==> src/rtl/multicycle_ctrl.sv <==
// multicycle_ctrl: control FSM for the multicycle MIPS datapath.
// Walks fetch/decode/execute/memory/writeback for each instruction held in IR
// and drives the datapath selects, write enables and ALU control. Outputs are
// decoded from the current state; FETCH and BEQEX also look at mem_ready/zero.
module multicycle_ctrl #(
    parameter int unsigned MEM_HANDSHAKE = 1
) (
    input  logic        clk,
    input  logic        rst_n,
    input  logic [31:0] instr,
    input  logic        zero,
    input  logic        mem_ready,
    output logic        mem_req,
    output logic        memwrite,
    output logic        iord,
    output logic        irwrite,
    output logic        pcen,
    output logic        regwrite,
    output logic        regdst,
    output logic        memtoreg,
    output logic        alusrca,
    output logic [1:0]  alusrcb,
    output logic [1:0]  pcsrc,
    output logic [2:0]  alucontrol,
    output logic        illegal,
    output logic [3:0]  state
);

    typedef enum logic [3:0] {
        st_idle    = 4'd0,
        st_fetch   = 4'd1,
        st_decode  = 4'd2,
        st_memadr  = 4'd3,
        st_memrd   = 4'd4,
        st_memwb   = 4'd5,
        st_memwr   = 4'd6,
        st_rtypeex = 4'd7,
        st_rtypewb = 4'd8,
        st_beqex   = 4'd9,
        st_addiex  = 4'd10,
        st_addiwb  = 4'd11,
        st_jex     = 4'd12
    } state_t;

    // opcode field values
    localparam logic [5:0] op_rtype = 6'b000000;
    localparam logic [5:0] op_lw    = 6'b100011;
    localparam logic [5:0] op_sw    = 6'b101011;
    localparam logic [5:0] op_beq   = 6'b000100;
    localparam logic [5:0] op_addi  = 6'b001000;
    localparam logic [5:0] op_j     = 6'b000010;

    // funct field values for R-type
    localparam logic [5:0] fn_add = 6'b100000;
    localparam logic [5:0] fn_sub = 6'b100010;
    localparam logic [5:0] fn_and = 6'b100100;
    localparam logic [5:0] fn_or  = 6'b100101;
    localparam logic [5:0] fn_slt = 6'b101010;

    // ALU control codes
    localparam logic [2:0] alu_add = 3'b010;
    localparam logic [2:0] alu_sub = 3'b110;
    localparam logic [2:0] alu_and = 3'b000;
    localparam logic [2:0] alu_or  = 3'b001;
    localparam logic [2:0] alu_slt = 3'b111;

    state_t      cur_state;
    state_t      nxt_state;
    logic [5:0]  op;
    logic [5:0]  funct;
    logic        mem_rdy;
    logic        pcwrite;
    logic        branch;
    logic        funct_ok;
    logic [2:0]  funct_alu;
    logic        unused_instr_bits;

    assign op    = instr[31:26];
    assign funct = instr[5:0];

    // Register specifiers and immediate bits go straight to the datapath.
    assign unused_instr_bits = ^instr[25:6];

    // Without the handshake every memory access completes in one cycle.
    assign mem_rdy = (MEM_HANDSHAKE != 0) ? mem_ready : 1'b1;

    assign state = cur_state;
    assign pcen  = pcwrite | (branch & zero);

    // State register; async reset parks the FSM in IDLE, which also drops
    // mem_req/memwrite immediately since outputs decode from state.
    always_ff @(posedge clk or negedge rst_n) begin
        if (!rst_n) begin
            cur_state <= st_idle;
        end else begin
            cur_state <= nxt_state;
        end
    end

    // R-type funct decode into ALU control.
    always_comb begin
        funct_ok  = 1'b1;
        funct_alu = alu_add;
        case (funct)
            fn_add:  funct_alu = alu_add;
            fn_sub:  funct_alu = alu_sub;
            fn_and:  funct_alu = alu_and;
            fn_or:   funct_alu = alu_or;
            fn_slt:  funct_alu = alu_slt;
            default: funct_ok  = 1'b0;
        endcase
    end

    // Next-state and per-state control outputs.
    always_comb begin
        nxt_state  = cur_state;
        mem_req    = 1'b0;
        memwrite   = 1'b0;
        iord       = 1'b0;
        irwrite    = 1'b0;
        pcwrite    = 1'b0;
        branch     = 1'b0;
        regwrite   = 1'b0;
        regdst     = 1'b0;
        memtoreg   = 1'b0;
        alusrca    = 1'b0;
        alusrcb    = 2'b00;
        pcsrc      = 2'b00;
        alucontrol = alu_add;
        illegal    = 1'b0;

        case (cur_state)
            st_idle: begin
                nxt_state = st_fetch;
            end

            st_fetch: begin
                mem_req = 1'b1;
                alusrcb = 2'b01;
                if (mem_rdy) begin
                    irwrite   = 1'b1;
                    pcwrite   = 1'b1;
                    nxt_state = st_decode;
                end
            end

            st_decode: begin
                alusrcb = 2'b11;
                case (op)
                    op_lw,
                    op_sw:    nxt_state = st_memadr;
                    op_rtype: nxt_state = st_rtypeex;
                    op_beq:   nxt_state = st_beqex;
                    op_addi:  nxt_state = st_addiex;
                    op_j:     nxt_state = st_jex;
                    default: begin
                        illegal   = 1'b1;
                        nxt_state = st_fetch;
                    end
                endcase
            end

            st_memadr: begin
                alusrca = 1'b1;
                alusrcb = 2'b10;
                if (op == op_lw) begin
                    nxt_state = st_memrd;
                end else if (op == op_sw) begin
                    nxt_state = st_memwr;
                end else begin
                    nxt_state = st_fetch;
                end
            end

            st_memrd: begin
                mem_req = 1'b1;
                iord    = 1'b1;
                if (mem_rdy) begin
                    nxt_state = st_memwb;
                end
            end

            st_memwb: begin
                regwrite  = 1'b1;
                memtoreg  = 1'b1;
                nxt_state = st_fetch;
            end

            st_memwr: begin
                mem_req  = 1'b1;
                iord     = 1'b1;
                memwrite = 1'b1;
                if (mem_rdy) begin
                    nxt_state = st_fetch;
                end
            end

            st_rtypeex: begin
                alusrca = 1'b1;
                alusrcb = 2'b00;
                if (funct_ok) begin
                    alucontrol = funct_alu;
                    nxt_state  = st_rtypewb;
                end else begin
                    illegal   = 1'b1;
                    nxt_state = st_fetch;
                end
            end

            st_rtypewb: begin
                regwrite  = 1'b1;
                regdst    = 1'b1;
                nxt_state = st_fetch;
            end

            st_beqex: begin
                alusrca    = 1'b1;
                alusrcb    = 2'b00;
                alucontrol = alu_sub;
                pcsrc      = 2'b01;
                branch     = 1'b1;
                nxt_state  = st_fetch;
            end

            st_addiex: begin
                alusrca   = 1'b1;
                alusrcb   = 2'b10;
                nxt_state = st_addiwb;
            end

            st_addiwb: begin
                regwrite  = 1'b1;
                nxt_state = st_fetch;
            end

            st_jex: begin
                pcsrc     = 2'b10;
                pcwrite   = 1'b1;
                nxt_state = st_fetch;
            end

            default: begin
                nxt_state = st_fetch;
            end
        endcase
    end

endmodule

==> config.mk <==
export PLATFORM = sky130hd
export DESIGN_NAME = multicycle_ctrl
export DESIGN_NICKNAME = d
export VERILOG_FILES = /design/src/rtl/multicycle_ctrl.sv
export SDC_FILE = /design/constraint.sdc
export NUM_CORES = 1
export LEC_CHECK = 0
export CORE_AREA = 5 5 52 54
export CTS_BUF_LIST = sky130_fd_sc_hd__clkbuf_4 sky130_fd_sc_hd__clkbuf_8
export DETAILED_ROUTE_END_ITERATION = 6
export DIE_AREA = 0 0 57 59
export GPL_ROUTABILITY_DRIVEN = 0
export GPL_TIMING_DRIVEN = 0
export PLACE_DENSITY_LB_ADDON = 0.25
export SLEW_MARGIN = 20
export SYNTH_ARGS = -nofsm -noshare
export SYNTH_HDL_FRONTEND = slang
export SYNTH_SLANG_ARGS = --single-unit
==> constraint.sdc <==
create_clock -name clk -period 1.75 [get_ports clk]
set_clock_uncertainty 0.1 [all_clocks]
set_input_delay 0.35 -clock clk [delete_from_list [all_inputs] [get_ports clk]]
set_output_delay 0.35 -clock clk [all_outputs]
set_load 0.005 [all_outputs]
Word level (Yosys, flattened, before mapping)
Cells that the tools add are included.
- bitwise gates (word level): 2
- equality and inequality tests: 25
- mux-type cells: 28
- reduce and logical (&&, ||, !) cells: 10
- operators with widths (operator ; count):
    == test 6 bit (second input constant) ; 7
    case mux 4 bit (7 select lines) ; 1
    == test 4 bit (second input constant) ; 5
    case mux 4 bit (5 select lines) ; 1
    == test 4 x 3 -> 1 bit (second input constant) ; 4
    2-to-1 mux 4 bit ; 4
    2-to-1 mux 1 bit ; 13
    case mux 3 bit (4 select lines) ; 1
    2-to-1 mux 3 bit ; 3
    == test 4 x 2 -> 1 bit (second input constant) ; 2
    == test 6 x 2 -> 1 bit (second input constant) ; 1
    == test 6 x 3 -> 1 bit (second input constant) ; 1
    == test 6 x 4 -> 1 bit (second input constant) ; 1
    zero test 6 bit ; 1
    inequality test 2 bit (second input constant) ; 3
    case mux 2 bit (3 select lines) ; 1
    case mux 3 bit (2 select lines) ; 1
    OR reduction 2 bit ; 3
    OR reduction 3 bit ; 2
    OR reduction 6 bit ; 1
    OR reduction 5 bit ; 1
    == test 4 x 1 -> 1 bit (second input constant) ; 1
    case mux 1 bit (2 select lines) ; 2
    case mux 2 bit (2 select lines) ; 1
    4 further kinds ; 4
- input bits: 36
- bits in registers: 4
- output and inout port bits: 21
- logic and storage cells: 66

Longest topological paths before layout
Gate-level depths: netlist of the first run.
- word-level depth: 5
- gate-level depth with buffers: 5

Worst setup path after synthesis of the first run
OpenSTA, ideal clock, no wires.
- path kind: register -> output
- start: register cur_state[0], in the netlist state[0]
- end: output port pcen
- required time: 1.300 ns
- slack: 0.204 ns
- cell stages (with the launch flop): 5
- arrival time: 1.096 ns
- path buffers: 1
- path through: dfrtp_1 > buf_4 > nand2_1 > nor2_1 > a211o_1
- word-level cells in the longest chain between the ends: 4
- elaborated cells between the ends (all ways): 7
- ends and longest elaborated chain (what ; RTL line ; text):
    start, declared ; 67 ; state_t cur_state;
    start signal, assigned ; 94 ; cur_state <= st_idle;
    start signal, assigned ; 96 ; cur_state <= nxt_state;
    == test 4 bit ; 132 ; case (cur_state)
    2-to-1 mux 1 bit ; 132 ;
    bitwise AND 1 bit ; 88 ; assign pcen = pcwrite | (branch & zero);
    bitwise OR 1 bit * ; 88 ;
    end, declared ; 17 ; output logic pcen,
Every way passes the cells marked *; elsewhere a longest branch is shown, timed or not.

Worst setup path in the final report of the first run
- start: register cur_state[0], in the netlist state[0]
- end: output port illegal
- word-level cells in the longest chain between the ends: 2
- elaborated cells between the ends (all ways): 3
- ends and longest elaborated chain (what ; RTL line ; text):
    == test 4 x 3 -> 1 bit / == test 4 x 2 -> 1 bit (equally long branches) ; 132 ;
    case mux 1 bit (2 select lines) * ; 132 ;
    end, declared ; 25 ; output logic illegal,
Marked as above.

==> results of run 1 <==
[cell families (layout without fill, tap and decap cells)]
family,Yosys count,in the layout,synth area share (%)
xor+xnor,2,2,2.778
simple gates,51,51,42.26
compound gates,28,28,32.94
buf+inv,7,71,6.150
flops,4,4,15.87
[metal layers]
metal  up-vias  routed length [um]
met2        60                1456
met5         -                   0
met4         0                  99
met1       484                1193
li1        471                   -
met3        12                 218
[final timing paths]
path,endpoint,slack (ps),cells after the start
setup / recovery,illegal,-180,6
min in group clk,state[3]$_DFFE_PN0P_,490,2
setup reg to reg,state[0]$_DFFE_PN0P_,30,8
hold / removal,state[1]$_DFFE_PN0P_,210,1
hold reg to reg,state[2]$_DFFE_PN0P_,610,2
max in group asynchronous,state[2]$_DFFE_PN0P_,1140,1
[through the flow]
step	total power [mW]	setup WS (ps)
floorplan	0.4899	204.1
global placement	0.7792	-681.2
detailed placement	0.7934	-689.9
CTS	1.271	-154.4
global route	1.532	-257.1
finish	1.453	-183.2
[power breakdown]
| part | switching [mW] | internal (mW) |
|---|---|---|
| Sequential | 0.0367 | 0.117 |
| Combinational | 0.512 | 0.665 |
| Clock | 0.0451 | 0.0772 |
[area by class of cell]
| cell class | count | area (um^2) | area share (%) |
|---|---|---|---|
| sequential | 4 | 103.9 | 7.352 |
| clock buffer | 3 | 22.52 | 1.594 |
| buffer | 4 | 45.04 | 3.189 |
| timing repair buffer | 61 | 501.7 | 35.52 |
| tap | 28 | 35.03 | 2.480 |
| multi-input combinational | 81 | 693.2 | 49.07 |
| inverter | 3 | 11.26 | 0.7972 |
[critical path, delay by kind of cell (launching register included)]
family          cells  cell delay, ps
compound gates      2             210
flops               1             450
simple gates        2             310
buf+inv             2             260
[timing repair]
item / 4_1_cts / 5_1_grt
cloned: 1 / 0
gates resized for setup: 120 / 29
buffers inserted: 19 / 5
setup endpoints to repair: 17 / 17
pin swaps: 13 / 12
[synthesized netlist by cell type]
| library cell | n |
|---|---|
| sky130_fd_sc_hd__nand2b_1 | 6 |
| sky130_fd_sc_hd__a31oi_1 | 4 |
| sky130_fd_sc_hd__nand2_1 | 9 |
| sky130_fd_sc_hd__o21ai_0 | 4 |
| sky130_fd_sc_hd__nor3b_1 | 2 |
| sky130_fd_sc_hd__a211o_1 | 1 |
| sky130_fd_sc_hd__o2111ai_1 | 2 |
| sky130_fd_sc_hd__or3_2 | 1 |
| sky130_fd_sc_hd__and3_4 | 1 |
| sky130_fd_sc_hd__o211ai_1 | 1 |
| sky130_fd_sc_hd__and2_1 | 1 |
| sky130_fd_sc_hd__and2b_1 | 1 |
| sky130_fd_sc_hd__nor2b_1 | 4 |
| sky130_fd_sc_hd__o22ai_1 | 4 |
| sky130_fd_sc_hd__a2111o_1 | 1 |
| sky130_fd_sc_hd__nor4_1 | 1 |
| sky130_fd_sc_hd__xor2_1 | 2 |
| sky130_fd_sc_hd__a21o_1 | 2 |
| sky130_fd_sc_hd__a32oi_2 | 1 |
| sky130_fd_sc_hd__nor2_2 | 1 |
| sky130_fd_sc_hd__nand3_1 | 1 |
| sky130_fd_sc_hd__o32ai_1 | 1 |
| sky130_fd_sc_hd__o211a_1 | 1 |
| sky130_fd_sc_hd__and2_2 | 1 |
| sky130_fd_sc_hd__buf_2 | 1 |
| sky130_fd_sc_hd__nor2_1 | 13 |
| sky130_fd_sc_hd__a22oi_1 | 1 |
| sky130_fd_sc_hd__a21oi_1 | 4 |
| sky130_fd_sc_hd__a2111oi_2 | 1 |
| sky130_fd_sc_hd__nor3_1 | 6 |
| sky130_fd_sc_hd__dfrtp_1 | 4 |
| sky130_fd_sc_hd__buf_4 | 3 |
| sky130_fd_sc_hd__inv_1 | 3 |
| sky130_fd_sc_hd__and3_1 | 2 |
| sky130_fd_sc_hd__nand4_1 | 1 |
==> summary.txt, run 1 <==
Floorplan
  – Die width: 57 um
  – Total die area: 0.003363 mm^2
  – Number of standard-cell rows in the floorplan: 17
  – I/O pin count: 57
  – Initial cell density of the core: 29.07%
  – Die span in y: 59 um
  – Total core area: 0.002170 mm^2

Setup path
  – Cell with the largest stage delay on the worst path: sky130_fd_sc_hd__dfrtp_2
  – CP Cell Sequence: buf_6 -> nand2b_4 -> nor3_4 -> o211ai_1 -> o21ai_1 -> buf_2
  – Kind of end point of the critical path: output pin
  – Required time reported for the critical path endpoint: 1300 ps
  – FF-to-FF Start: state[2]$_DFFE_PN0P_
  – Start-to-end type of the worst setup path: reg2out
  – CP max stage delay: 450 ps
  – Worst Path Max Fanout: 5
  – Launching instance or port of the critical path: state[0]$_DFFE_PN0P_
  – Arrival time of the worst setup path: 1480 ps
  – Launching element type of the critical path: flip-flop

Route
  – Number of nets with antenna violations after detailed routing: 0
  – DR iter-0 viols: 26
  – DRT Wirelength: 2967 um
  – Routed len/inst: 16.13 um
  – Number of detailed-route iterations in the first pass: 4
  – Total number of vias: 1027
  – Count of unresolved DRC violations after routing: 0
  – Post-DR vias/cell: 5.582

Logic synthesis
  – Seq/Total Area, Yosys: 15.87%
  – Area share of the largest cell type after synthesis: 15.87%
  – Number of warnings printed during yosys synthesis: 0
  – Gate count after technology mapping: 92
  – Post-synthesis instance area: 630.6 um^2
  – Most area-consuming cells after synthesis: sky130_fd_sc_hd__dfrtp_1 (16%), sky130_fd_sc_hd__nor2_1 (7.7%), sky130_fd_sc_hd__nand2b_1 (6.0%)
  – Syn avg cell area: 6.854 um^2
  – Number of distinct standard cells referenced by the synthesized netlist: 35
  – Flip-flop and latch count after synthesis: 4
  – Synth area leader: sky130_fd_sc_hd__dfrtp_1
  – Synthesized Nets: 128

Layout
  – Antenna diode count: 0
  – Largest register FFs: 4
  – Most frequent cells in the layout: sky130_fd_sc_hd__buf_4 (14), sky130_fd_sc_hd__buf_6 (13), sky130_fd_sc_hd__buf_2 (13)
  – Final design utilization: 65.11%
  – P&R area growth vs syn: 124.0%
  – Layout cell share with drive strength beyond 1: 58.33%
  – Cell area after layout: 0.001413 mm^2
  – Filler Cell Count: 192
  – Final-stage net count: 194
  – Most frequent standard cell in the layout excluding fill and tap cells: sky130_fd_sc_hd__buf_4
  – Cell Count, Final, Fillers Out: 184

Timing
  – Period Utilization, post-route: 110.5%
  – Highest attainable clock frequency: 0.5173 GHz
  – Final count of negative-setup-slack endpoints: 11
  – Total Neg Setup Slack: -952.4 ps
  – Pins over their slew limit: 0
  – Slew headroom: 81.16%
  – Worst hold-check slack: 215.0 ps
  – Final-report hold violation count: 0
  – Worst setup slack after layout: -183.2 ps
  – Transition time of the tightest slew-check pin: 282.6 ps
  – Final critical path time including I/O delays and setup: 1933 ps
  – Unrepaired setup endpoints after global routing: true

Global route
  – Global Route Usage Sum: 16.76%
  – Via count of the first global-routing pass: 1036
  – Met1 Usage GRT: 19.61%
  – Most Crowded Layer GR: met2
  – Met2 Use GR: 28.55%
  – Number of antenna violations at the first check in global routing: 0
  – Pin count of the biggest net entering global routing: 11
  – Grt met3 use: 4.139%
  – Global route total overflow: 0
  – First-pass GRT wire length: 4498 um

Place
  – Number of cells after detailed placement: 156
  – Port-buffer cells: 36
  – Estimated wirelength of the detail-placed design: 1773 um
  – Post-DP Area: 0.001026 mm^2

Clock tree
  – CTS tree: yes
  – Clock latency of the later-clocked register in the worst-skew pair: 240 ps
  – Hold bufs inserted after CTS: 0
  – Clock Root Buffer: sky130_fd_sc_hd__clkbuf_4
  – Number of buffers between clock root and the deepest sink: 2
  – H-Tree Level Count: 1
  – Clock Pin Slew Worst Setup and Hold Paths: 40 ps
  – Count of clock tree sinks: 4
  – TritonCTS Buffers: 3

Pwr
  – Worst VDD drop: 0.8081 mV
  – PwrDens: 1029 mW/mm^2
  – Leakage Power: 0.6553 nW

Outcome
  – Result of the run: finished, violations left
  – Violations in the final reports: negative setup slack

Job
  – Max capacitance violation total: 0

Min path
  – Type of the tightest min-delay check: in2async
Note: power is estimated with default switching activity, not from simulation.
==> run 2: changes to the inputs <==
==> config.mk (replaced) <==
export PLATFORM = sky130hd
export DESIGN_NAME = multicycle_ctrl
export DESIGN_NICKNAME = d
export VERILOG_FILES = /design/src/rtl/multicycle_ctrl.sv
export SDC_FILE = /design/constraint.sdc
export NUM_CORES = 1
export LEC_CHECK = 0
export ABC_AREA = 1
export CORE_AREA = 5 5 53 55
export CTS_BUF_LIST = sky130_fd_sc_hd__clkbuf_4 sky130_fd_sc_hd__clkbuf_8
export DETAILED_ROUTE_END_ITERATION = 6
export DIE_AREA = 0 0 58 60
export GPL_ROUTABILITY_DRIVEN = 0
export GPL_TIMING_DRIVEN = 0
export PLACE_DENSITY_LB_ADDON = 0.25
export SLEW_MARGIN = 30
export SYNTH_ARGS = -nofsm -noshare
export SYNTH_HDL_FRONTEND = slang
export SYNTH_SLANG_ARGS = --single-unit
==> summary.txt, run 2 <==
Logic synthesis
  – Leading cell types by count after synthesis: sky130_fd_sc_hd__nor2_1 (27), sky130_fd_sc_hd__nand2_1 (21), sky130_fd_sc_hd__nand3_1 (14)
  – Most area-consuming cells after synthesis: sky130_fd_sc_hd__nor2_1 (15%), sky130_fd_sc_hd__dfrtp_1 (15%), sky130_fd_sc_hd__nand2_1 (12%)
  – Post-synthesis instance area: 659.4 um^2
  – Number of flops mapped to enable cells by yosys: 0
  – Synthesized Nets: 151
  – Area share of the largest cell type after synthesis: 15.37%
  – Post-synth top flop: sky130_fd_sc_hd__dfrtp_1
  – Most common cell in the synthesized netlist: sky130_fd_sc_hd__nor2_1
  – Seq/Total Area, Yosys: 15.18%
  – Flip-flop and latch count after synthesis: 4
  – Number of distinct standard cells referenced by the synthesized netlist: 19
  – Gate count after technology mapping: 115
  – Syn avg cell area: 5.734 um^2
  – Proportion of synthesized flip-flops having asynchronous set or reset: 100.0%
  – Number of warnings printed during yosys synthesis: 0
  – Synth area leader: sky130_fd_sc_hd__nor2_1

Layout
  – Most frequent standard cell in the layout excluding fill and tap cells: sky130_fd_sc_hd__buf_4
  – Cell area after layout: 0.001458 mm^2
  – Largest register FFs: 4
  – Most frequent cells in the layout: sky130_fd_sc_hd__buf_4 (23), sky130_fd_sc_hd__nand2_1 (19), sky130_fd_sc_hd__nor2_4 (14)
  – P&R area growth vs syn: 121.1%
  – Antenna diode count: 0
  – Final-stage net count: 224
  – Layout cell share with drive strength beyond 1: 52.15%

Place
  – Port-buffer cells: 36
  – Post-DP Area: 0.001057 mm^2
  – Estimated wirelength of the detail-placed design: 1708 um

Setup path
  – Arrival time of the worst setup path: 1490 ps
  – Kind of end point of the critical path: output pin
  – Launching element type of the critical path: flip-flop
  – Required time reported for the critical path endpoint: 1300 ps
  – Worst Path Max Fanout: 3
  – Start-to-end type of the worst setup path: reg2out

Clock tree
  – Clock latency of the later-clocked register in the worst-skew pair: 230 ps
  – TritonCTS Buffers: 3
  – H-Tree Level Count: 1
  – CTS tree: yes
  – Count of clock tree sinks: 4
  – Number of buffers between clock root and the deepest sink: 2
  – Clock Root Buffer: sky130_fd_sc_hd__clkbuf_4
  – Clock Pin Slew Worst Setup and Hold Paths: 40 ps

Global route
  – Number of antenna violations at the first check in global routing: 0
  – Pin count of the biggest net entering global routing: 7
  – Global route total overflow: 0
  – Via count of the first global-routing pass: 1003
  – First-pass GRT wire length: 4091 um
  – Global Route Usage Sum: 14.80%

Floorplan
  – Total die area: 0.003480 mm^2
  – Initial cell density of the core: 28.15%
  – Total core area: 0.002342 mm^2
  – Die width: 58 um
  – Number of standard-cell rows in the floorplan: 18
  – I/O pin count: 57
  – Die span in y: 60 um

Timing
  – Period Utilization, post-route: 110.8%
  – Transition time of the tightest slew-check pin: 217.0 ps
  – Worst setup slack after layout: -189.0 ps
  – Slew headroom: 85.53%
  – Final critical path time including I/O delays and setup: 1939 ps
  – Final count of negative-setup-slack endpoints: 13
  – Unrepaired setup endpoints after global routing: true
  – Final-report hold violation count: 0
  – Highest attainable clock frequency: 0.5157 GHz
  – Pins over their slew limit: 0

Outcome
  – Violations in the final reports: negative setup slack
  – Result of the run: finished, violations left

Route
  – Number of nets with antenna violations after detailed routing: 0
  – Count of unresolved DRC violations after routing: 0
  – Routed len/inst: 13.19 um
  – DRT Wirelength: 2849 um
  – Total number of vias: 1031
  – Number of detailed-route iterations in the first pass: 4
  – DR iter-0 viols: 32
  – Post-DR vias/cell: 4.773

Job
  – Max capacitance violation total: 0

Pwr
  – Final Power: 1.437 mW
  – Worst VDD drop: 0.8853 mV
  – Leakage Power: 0.7620 nW
  – PwrDens: 986.1 mW/mm^2

Min path
  – Type of the tightest min-delay check: in2async
run 2: cell types whose count changed after synthesis, sizes merged, moves of 4 or more:
cell and delta:
inv +15, o21ai +4, nor2b -4, nand3 +13, a31oi -4, nand2b -6, nand2 +17, nor2 +20
run 2: repair_timing:
action,4_1_cts,5_1_grt
endpoints found under the setup margin,17,19
pin swaps,15,14
setup buffers,23,9
endpoints found under the hold margin,0,0
gates resized for setup,93,36
cloned,0,0
hold buffers,0,0
run 2: logic make-up after synthesis:
| kind of cell | Yosys count | synth area share, % |
|---|---|---|
| buffers and inverters | 19 | 11.95 |
| flip-flops | 4 | 15.18 |
| AO/OA/AOI/OAI | 11 | 10.82 |
| AND/OR/NAND/NOR | 81 | 62.05 |
run 2: final cells by class:
class                      count  area [um^2]
fill                         211        884.6
multi-input combinational     92        638.1
timing repair buffer          68        565.5
sequential                     4        102.6
inverter                      18        80.08
tap                           30        37.54
clock buffer                   3        22.52
buffer                         1        11.26
run 2: worst max-delay path, cell delays in order, from the launching register on:
cell	delay, ps
sky130_fd_sc_hd__dfrtp_2	450
sky130_fd_sc_hd__nor2_4	160
sky130_fd_sc_hd__inv_4	60
sky130_fd_sc_hd__nor2_4	110
sky130_fd_sc_hd__buf_6	120
sky130_fd_sc_hd__nand4_1	120
sky130_fd_sc_hd__o22ai_2	110
sky130_fd_sc_hd__buf_2	130
run 2: layer usage:
layer,up-vias,part of all wire (%),track usage (%)
met5,-,0,0
li1,511,-,-
met3,2,6.1,2.592
met4,0,0.42,3.311
met2,37,55,28.55
met1,481,38,16.77
run 2: final timing paths:
kind | start | to | slack [ps] | depth (start not counted)
worst min register to register | state[2]$_DFFE_PN0P_ | state[2]$_DFFE_PN0P_ | 660 | 3
worst max-delay path | state[3]$_DFFE_PN0P_ | alucontrol[0] | -190 | 7
worst min-delay path | rst_n | state[2]$_DFFE_PN0P_ | 220 | 1
min in group clk | instr[31] | state[3]$_DFFE_PN0P_ | 560 | 4
max in group asynchronous | rst_n | state[1]$_DFFE_PN0P_ | 1140 | 1
worst max register to register | state[3]$_DFFE_PN0P_ | state[0]$_DFFE_PN0P_ | 100 | 11
run 2: per-stage QoR:
step	hold slack [ps]	TNS (ps)	utilization, %	setup WS (ps)	cells
floorplan	-45.59	0	-	232.7	115
global placement	458.5	-3949	45.14	-616.9	181
detailed placement	464.1	-4093	45.14	-609.3	181
CTS	220.7	-1089	56.04	-194.9	207
global route	220.3	-2290	62.23	-296.6	216
finish	224.4	-1218	62.23	-189.0	216
run 2: report_power, final:
group / internal, mW / switching (mW) / total [mW]
clock: 0.0763 / 0.0321 / 0.108
sequential: 0.121 / 0.0379 / 0.159
combinational: 0.564 / 0.606 / 1.17
total: 0.761 / 0.676 / 1.44
